**config.mk**
```make
export PLATFORM = sky130hd
export DESIGN_NAME = barrett_subtract
export DESIGN_NICKNAME = d
export VERILOG_FILES = /design/src/rtl/barrett_pkg.sv /design/src/rtl/mul_digit_serial.sv /design/src/rtl/barrett_subtract.sv
export SDC_FILE = /design/constraint.sdc
export NUM_CORES = 2
export LEC_CHECK = 0
export ABC_AREA = 1
export CAP_MARGIN = 20
export CORE_MARGIN = 8
export CORE_UTILIZATION = 44
export CTS_BUF_LIST = sky130_fd_sc_hd__clkbuf_16
export DETAILED_ROUTE_END_ITERATION = 16
export DONT_BUFFER_PORTS = 1
export PLACE_DENSITY = 0.58
export SYNTH_ARGS = -nofsm -noshare
export SYNTH_HDL_FRONTEND = slang
export SYNTH_SLANG_ARGS = --single-unit
```
**constraint.sdc**
```tcl
create_clock -name clk -period 17.2 [get_ports clk]
set_input_delay 1.72 -clock clk [delete_from_list [all_inputs] [get_ports clk]]
set_output_delay 1.72 -clock clk [all_outputs]
set_load 0.05 [all_outputs]
```
**src/rtl/barrett_pkg.sv**
```systemverilog
// Shared definitions for the Barrett reduction final stage: FSM states,
// digit-count helper and the residue width offset.
package barrett_pkg;

    typedef enum logic [2:0] {
        ST_IDLE  = 3'd0,
        ST_MUL   = 3'd1,
        ST_SUB   = 3'd2,
        ST_CORR1 = 3'd3,
        ST_CORR2 = 3'd4
    } state_t;

    // Residue is kept two bits wider than the modulus so a - gamma*m stays
    // unambiguous when gamma underestimates the quotient by up to two.
    localparam int W_OFFSET = 2;

    function automatic int calc_nd(input int radix, input int digit);
        return (radix + digit - 1) / digit;
    endfunction

endpackage

```
**src/rtl/mul_digit_serial.sv**
```systemverilog
// Digit-serial gamma*m accumulator, LSB digit first, wrapping modulo 2^W.
// Owns the accumulator and digit counter; 'last' marks the final digit.
module mul_digit_serial
    import barrett_pkg::*;
#(
    parameter int mul_size = 80,
    parameter int radix    = 78,
    parameter int DIGIT    = 16,
    localparam int ND      = calc_nd(radix, DIGIT),
    localparam int GW      = ND * DIGIT,
    localparam int W       = mul_size + W_OFFSET
) (
    input  logic                clk,
    input  logic                rst,
    input  logic                start,
    input  logic                step,
    input  logic [GW-1:0]       gamma,
    input  logic [mul_size-1:0] m,
    output logic [W-1:0]        acc,
    output logic                last
);

    localparam int CNT_W = (ND > 1) ? $clog2(ND) : 1;

    logic [CNT_W-1:0]          cnt;
    logic [DIGIT-1:0]          digit;
    logic [DIGIT+mul_size-1:0] prod;
    logic [W-1:0]              term;

    always_comb begin
        digit = gamma[cnt*DIGIT +: DIGIT];
        prod  = {{mul_size{1'b0}}, digit} * {{DIGIT{1'b0}}, m};
        // Truncating before the shift is safe: only the low W bits survive anyway.
        term  = W'(prod) << (DIGIT * cnt);
        last  = (cnt == CNT_W'(ND - 1));
    end

    always_ff @(posedge clk or posedge rst) begin
        if (rst) begin
            acc <= '0;
            cnt <= '0;
        end else if (start) begin
            acc <= '0;
            cnt <= '0;
        end else if (step) begin
            acc <= acc + term;
            cnt <= last ? '0 : cnt + 1'b1;
        end
    end

endmodule

```
**src/rtl/barrett_subtract.sv**
```systemverilog
// Barrett final stage: r = a - gamma*m (mod 2^W), then two conditional
// subtractions of m. Optional BARRETT_SUB_CHECK_EN adds the 'err' output.
//
// state    | meaning
// ---------+-----------------------------------------------
// ST_IDLE  | waiting for en_sub, operands captured on start
// ST_MUL   | one gamma digit per cycle into the accumulator
// ST_SUB   | r = a - acc, W-bit wrap-around
// ST_CORR1 | first conditional r -= m
// ST_CORR2 | second conditional r -= m, load result, pulse valid
module barrett_subtract
    import barrett_pkg::*;
#(
    parameter int mul_size = 80,
    parameter int radix    = 78,
    parameter int DIGIT    = 16
) (
    input  logic                  clk,
    input  logic                  rst,
    input  logic                  en_sub,
    input  logic [radix-1:0]      gamma,
    input  logic [2*mul_size-1:0] reg_a,
    input  logic [mul_size-1:0]   reg_m,
    output logic [mul_size-1:0]   result,
    output logic                  valid,
    output logic                  busy
`ifdef BARRETT_SUB_CHECK_EN
    ,
    output logic                  err
`endif
);

    localparam int ND = calc_nd(radix, DIGIT);
    localparam int GW = ND * DIGIT;
    localparam int W  = mul_size + W_OFFSET;

    state_t              state;
    logic [GW-1:0]       gamma_q;
    logic [W-1:0]        a_q;
    logic [mul_size-1:0] m_q;
    logic [W-1:0]        r;
    logic [W-1:0]        acc;
    logic [W-1:0]        m_ext;
    logic [W-1:0]        r_corr;
    logic                mul_last;
    logic                start;
    logic                step;
    logic                unused_reg_a;

    assign unused_reg_a = ^reg_a[2*mul_size-1:W];

    always_comb begin
        start  = (state == ST_IDLE) && en_sub;
        step   = (state == ST_MUL);
        m_ext  = {{W_OFFSET{1'b0}}, m_q};
        r_corr = (r >= m_ext) ? (r - m_ext) : r;
    end

    mul_digit_serial #(
        .mul_size (mul_size),
        .radix    (radix),
        .DIGIT    (DIGIT)
    ) u_mul (
        .clk   (clk),
        .rst   (rst),
        .start (start),
        .step  (step),
        .gamma (gamma_q),
        .m     (m_q),
        .acc   (acc),
        .last  (mul_last)
    );

    always_ff @(posedge clk or posedge rst) begin
        if (rst) begin
            state   <= ST_IDLE;
            gamma_q <= '0;
            a_q     <= '0;
            m_q     <= '0;
            r       <= '0;
            result  <= '0;
            valid   <= 1'b0;
            busy    <= 1'b0;
`ifdef BARRETT_SUB_CHECK_EN
            err     <= 1'b0;
`endif
        end else begin
            valid <= 1'b0;
            case (state)
                ST_IDLE: begin
                    if (en_sub) begin
                        gamma_q <= GW'(gamma);
                        a_q     <= reg_a[W-1:0];
                        m_q     <= reg_m;
                        busy    <= 1'b1;
                        state   <= ST_MUL;
                    end
                end
                ST_MUL: begin
                    if (mul_last) begin
                        state <= ST_SUB;
                    end
                end
                ST_SUB: begin
                    r     <= a_q - acc;
                    state <= ST_CORR1;
                end
                ST_CORR1: begin
                    r     <= r_corr;
                    state <= ST_CORR2;
                end
                ST_CORR2: begin
                    r      <= r_corr;
                    result <= r_corr[mul_size-1:0];
`ifdef BARRETT_SUB_CHECK_EN
                    // Still >= m after two corrections: gamma was off by more than 2.
                    err    <= (r_corr >= m_ext);
`endif
                    valid  <= 1'b1;
                    busy   <= 1'b0;
                    state  <= ST_IDLE;
                end
                default: begin
                    busy  <= 1'b0;
                    state <= ST_IDLE;
                end
            endcase
        end
    end

endmodule
```
Yosys cells after proc, flatten, opt, wreduce, memory -nomap -nowiden
Cells that the tools add are included.
{ "totals": {"regBits": 492, "input_bits": 321, "word_cells": 51} }
{ "op_classes": {"addsub": 4, "multipliers": 1, "order_cmp": 1, "n_eq_ne": 8, "n_shift": 2, "muxes": 13, "n_bitwise": 1, "n_reduce_logical": 10} }
{ "ops": {"columns": ["operator", "n"], "rows": [
  ["2-to-1 mux 82 bit", 3],
  ["case mux 82 bit (2 select lines)", 1],
  ["adder 82 bit", 1],
  [">= comparator 82 x 80 -> 1 bit", 1],
  ["multiplier 16 x 80 -> 82 bit", 1],
  ["left shift 82 x 7 -> 82 bit", 1],
  ["subtractor 82 x 80 -> 82 bit", 1],
  ["subtractor 82 bit", 1],
  ["variable part select 80 x 8 -> 16 bit", 1],
  ["2-to-1 mux 3 bit", 5],
  ["case mux 3 bit (4 select lines)", 1],
  ["AND reduction 2 bit", 4],
  ["== test 3 x 2 -> 1 bit (second input constant)", 2],
  ["== test 3 bit (second input constant)", 2],
  ["!= test 2 x 1 -> 1 bit (second input constant)", 2],
  ["nonzero test 2 bit", 2],
  ["adder 3 x 1 -> 3 bit (second input constant)", 1],
  ["== test 3 x 1 -> 1 bit (second input constant)", 1],
  ["zero test 3 bit", 1],
  ["OR reduction 3 bit", 1],
  ["2-to-1 mux 1 bit", 2],
  ["!= test 2 bit (second input constant)", 1],
  ["case mux 1 bit (2 select lines)", 1],
  ["OR reduction 2 bit", 1],
  ["2 further kinds", 2]
]} }

Logic depth before layout (Yosys ltp)
{ "logic_depth": {"depth_word": 6, "mapped_depth": 56, "mapped_depth_nobuf": 53} }

Modules after synthesis
Synthesis repeated with hierarchy kept, for this count alone.
{ "unflattened": {"hier_cells": 11348, "area_unflattened_um2": 77329.2} }
{ "modules_own_cells": {"columns": ["module", "instances", "cells_per_inst", "area_per_inst_um2", "seq_area_each_um2"], "rows": [
  ["mul_digit_serial", 1, 6557, 46851.2, 2127.0],
  ["barrett_subtract", 1, 4791, 30478.0, 10184.8]
]} }

Least setup slack after synthesis
Ideal clock, no wire load.
{ "synth_timing": {"kind": "register -> register", "startpoint": "reg u_mul.cnt[1]", "endpoint": "reg u_mul.acc[81]", "setup_ps": 66, "arrival_time_ps": 8620, "required_time_ps": 17134, "setup_slack_ps": 8514, "path_stages_with_launch": 51, "period_less_slack_ps": 8686, "cell_sequence": "dfrtp_1 -> buf_6 -> inv_2 -> buf_4 -> clkbuf_1 -> a21oi_1 -> o21ai_0 -> nand3_1 -> nand2_1 -> clkbuf_1 -> nand2_1 -> fa_1 -> inv_1 -> fa_1 -> inv_1 -> fa_1 -> inv_1 -> fa_1 -> (+15 left out) -> a311oi_1 -> nor2_1 -> ha_1 -> nand2_1 -> nor2_1 -> inv_1 -> nor2_1 -> inv_1 -> nor3_1 -> nand3_1 -> nand3_1 -> nand2_1 -> nand4_1 -> xor2_1 -> inv_1 -> nand3_1 -> nand3_1 -> nand2_1"} }
{ "synth_between": {"elab_chain_cells": 6} }
{ "synth_rtl": {"columns": ["item", "line_no", "text"], "rows": [
  ["start: declaration", "mul_digit_serial.sv:25", "logic [CNT_W-1:0] cnt;"],
  ["start signal: assignment", "mul_digit_serial.sv:47", "cnt <= last ? '0 : cnt + 1'b1;"],
  ["variable part select 80 x 8 -> 16 bit", "mul_digit_serial.sv:31", "digit = gamma[cnt*DIGIT +: DIGIT];"],
  ["multiplier 16 x 80 -> 82 bit", "mul_digit_serial.sv:32", "prod = {{mul_size{1'b0}}, digit} * {{DIGIT{1'b0}}, m};"],
  ["left shift 82 x 7 -> 82 bit *", "mul_digit_serial.sv:34", "term = W'(prod) << (DIGIT * cnt);"],
  ["adder 82 bit *", "mul_digit_serial.sv:46", "acc <= acc + term;"],
  ["2-to-1 mux 82 bit *", "mul_digit_serial.sv:45", "end else if (step) begin"],
  ["2-to-1 mux 82 bit *", "mul_digit_serial.sv:42", "end else if (start) begin"],
  ["end signal: assignment", "mul_digit_serial.sv:46", null],
  ["end: declaration", "mul_digit_serial.sv:19", "output logic [W-1:0] acc,"]
]} }
Mark *: on every way between the ends. The rest lies on a longest branch, timed or not. The select of a mux whose other input is x is not followed.
A chain may end at the register's enable or synchronous reset.

Final worst setup path
{ "layout_timing": {"startpoint": "reg u_mul.cnt[0]", "endpoint": "reg u_mul.acc[57]"} }
The elaborated chain is that of the path after synthesis.

==> flow_summary.yaml <==
run_status:
  status: "complete, no violations"
clock_network:
  numCtsBuffers: 67
  cts_max_level: 3
  cts_tree: "yes"
  clk_pin_slew_worst_paths_ps: 60
  clock_latency_ps: 720
  cts_hold_buf: 0
  clock-root-buffer: "clkbuf_16"
  max-clock-path-buffers: 3
  post_cts_buffers: 0
  ctsResizeCount: 0
  cts_sinks: 492
synth:
  ys_top_cells_by_area: "fa_1, dfrtp_1, nand2_1"
  syn_area_sq_um: 73900
  synth_nets: 12026
  synth_common_cells: "nand2_1, inv_1, nor2_1"
  yosys_warnings: 0
  yosysTopAreaCell: "fa_1"
  synth_top_area_share_pct: 27.2
  ys_types: 71
  synth_most_common_cell: "nand2_1"
  syn_avg_cell_area_sq_um: 7.15
  synth_edf_count: 0
  seq_area_frac_synth_pct: 16.7
  ys.flop_type: "dfrtp_1"
  synthArstFlopShare_pct: 100
  ys_ff_latch: 492
  syn_inst: 10334
die:
  num_io_pins: 403
  die_h_um: 426
  coreArea_sq_um: 167000
  dieArea_sq_um: 181000
  die_width_um: 426
  start_util_pct: 44.2
  row_count: 150
worst_setup_path:
  worstPathArrival_ps: 14080
  required_ps: 17750
  reg2reg_slack_ps: 3670
  startpoint: "u_mul.cnt[0]"
  critPathMostFrequentCell: "nand2_1"
  timing.rr.end: "u_mul.acc[57]"
  worst-r2r-cell-count: 42
  worst-path-max-fanout: 75
  start_kind: "flip-flop"
  worst-setup-path-type: "flip-flop to flip-flop"
  cpPeakStageDelay_ps: 730
  crit_slowest_cell: "dfrtp_4"
  r2r_start: "u_mul.cnt[0]"
  cp-end-kind: "flip-flop"
cells_and_area:
  design_area_sq_um: 78200
  area_growth_pct: 5.83
  nets: 11805
  final_layout_size_suffix_gt1_share_pct: 2.94
  instances_no_fill: 12375
flow_run:
  cap_viol_max_count: 0
place:
  place_hpwl_mm: 263
  placed_cells_incl_taps: 12242
  portBuffers: 0
  gp_congestion: 1.00
  post_dp_cell_area_sq_um: 75900
route:
  viasPerCell: 5.65
  drc_errors: 0
  detail_route.wl_per_cell_um: 25.8
  via_count: 69874
  wirelength_mm: 319
  drt_pass1_iterations: 5
  drt_iter0_drc: 6889
  drtAntennaViolNets: 0
sta:
  max_freq_ghz: 0.0739
  fin_tns_setup_ps: 0
  maxSlewViolCount: 0
  fin_crit_ps: 13530
  worstMarginPinSlew_ps: 1200
  skew_ps: 53.9
  grt_setup_unrepaired: "false"
  slew_headroom_pct: 20.1
  fin_crit_sh_pct: 78.7
  setup-violations-final: 0
  hold_violations: 0
grt:
  grt_pass1_vias: 69414
  grt_overflow: 0
  grt_max_degree: 162
  grt_usage_pct: 34.6
  antenna_found_initial: 16
  grt_pass1_wl_mm: 465
worst_hold_path:
  hold_depth: 2
  holdCritStartpoint: "gamma_q[64]"
  worstHoldPathType: "flip-flop to flip-flop"
  hold_end: "gamma_q[64]"
-- placed cells by master, fill, tap and decap left out, types with 12 or more instances in the layout --
master and instances:
a211oi_1 13, a21boi_0 16, a21o_1 48, a21oi_1 576, a31oi_1 121, and3_1 14, buf_4 67, clkbuf_16 69
clkinv_1 44, clkinv_2 12, dfrtp_1 490, fa_1 1006, ha_1 365, inv_1 1904, inv_2 12, nand2_1 2743
nand2_2 19, nand3_1 255, nand4_1 29, nor2_1 1074, nor3_1 56, nor4_1 24, o211ai_1 45, o21a_1 42
o21ai_0 599, o21ai_1 49, o21bai_1 24, o221ai_1 33, o22ai_1 37, or2_2 37, xnor2_1 75, xor2_1 111
-- area by class of cell --
type / count / area (sq um)
Inverter: 1945 / 7320
Tap cell: 2204 / 2760
Clock inverter: 51 / 529
Antenna cell: 7 / 17.5
Sequential cell: 492 / 12300
Clock buffer: 69 / 1730
Multi-Input combinational cell: 7530 / 52900
Fill cell: 17508 / 88800
Timing Repair Buffer: 77 / 651
-- kinds of logic after synthesis --
family	count (synthesis)	synth area share, %
xor gates and xnor gates	187	2.23
DFF	492	16.7
muxes	1	0.0135
adders and majority gates	1371	33.4
and+or+nand+nor	4288	22.9
buffers and inverters	2312	11.9
AOI/OAI and AO/OA	1683	12.9
-- worst max-delay path, delay by kind of cell, from the launching register on --
kind,cells,cell delay (ps)
AOI/OAI and AO/OA,7,1800
xor gates and xnor gates,1,660
adders and majority gates,8,3860
buffers and inverters,7,1910
DFF,1,730
and+or+nand+nor,19,4240
-- registers in the layout (all words and copies together), names as in the netlist --
signal and count:
m_q 80, u_mul.cnt 3, valid 1, u_mul.acc 82
result 80, state 3, busy 1, r 82
a_q 82, gamma_q 78
-- stage by stage --
stage | util, % | hold slack (ps) | setup WS, ps
2_1_floorplan | - | 449 | 1750
4_1_cts | 46.8 | 481 | 4140
3_3_place_gp | 45.4 | 465 | 4230
3_5_place_dp | 45.4 | 465 | 4210
5_1_grt | 46.8 | 501 | 3210
6_report | 46.8 | 476 | 3670
-- layer usage --
metal	share of wire, %	GRT usage, %
met5	0.017	0
met4	5.9	17.1
met3	7.9	6.17
met2	44	53.6
met1	42	46.9
-- worst max-delay path by stage --
stage	end	slack (ps)	cells past startpoint
detailed placement	u_mul.acc[57]	4210	42
CTS	u_mul.acc[57]	4140	42
floorplan	a_q[0]	1750	1
global placement	u_mul.acc[57]	4230	42
finish	u_mul.acc[57]	3670	42
global route	u_mul.acc[57]	3210	42
Power is not shown: default switching activity piles up to over one toggle a cycle in this logic, so the estimate is an artifact.
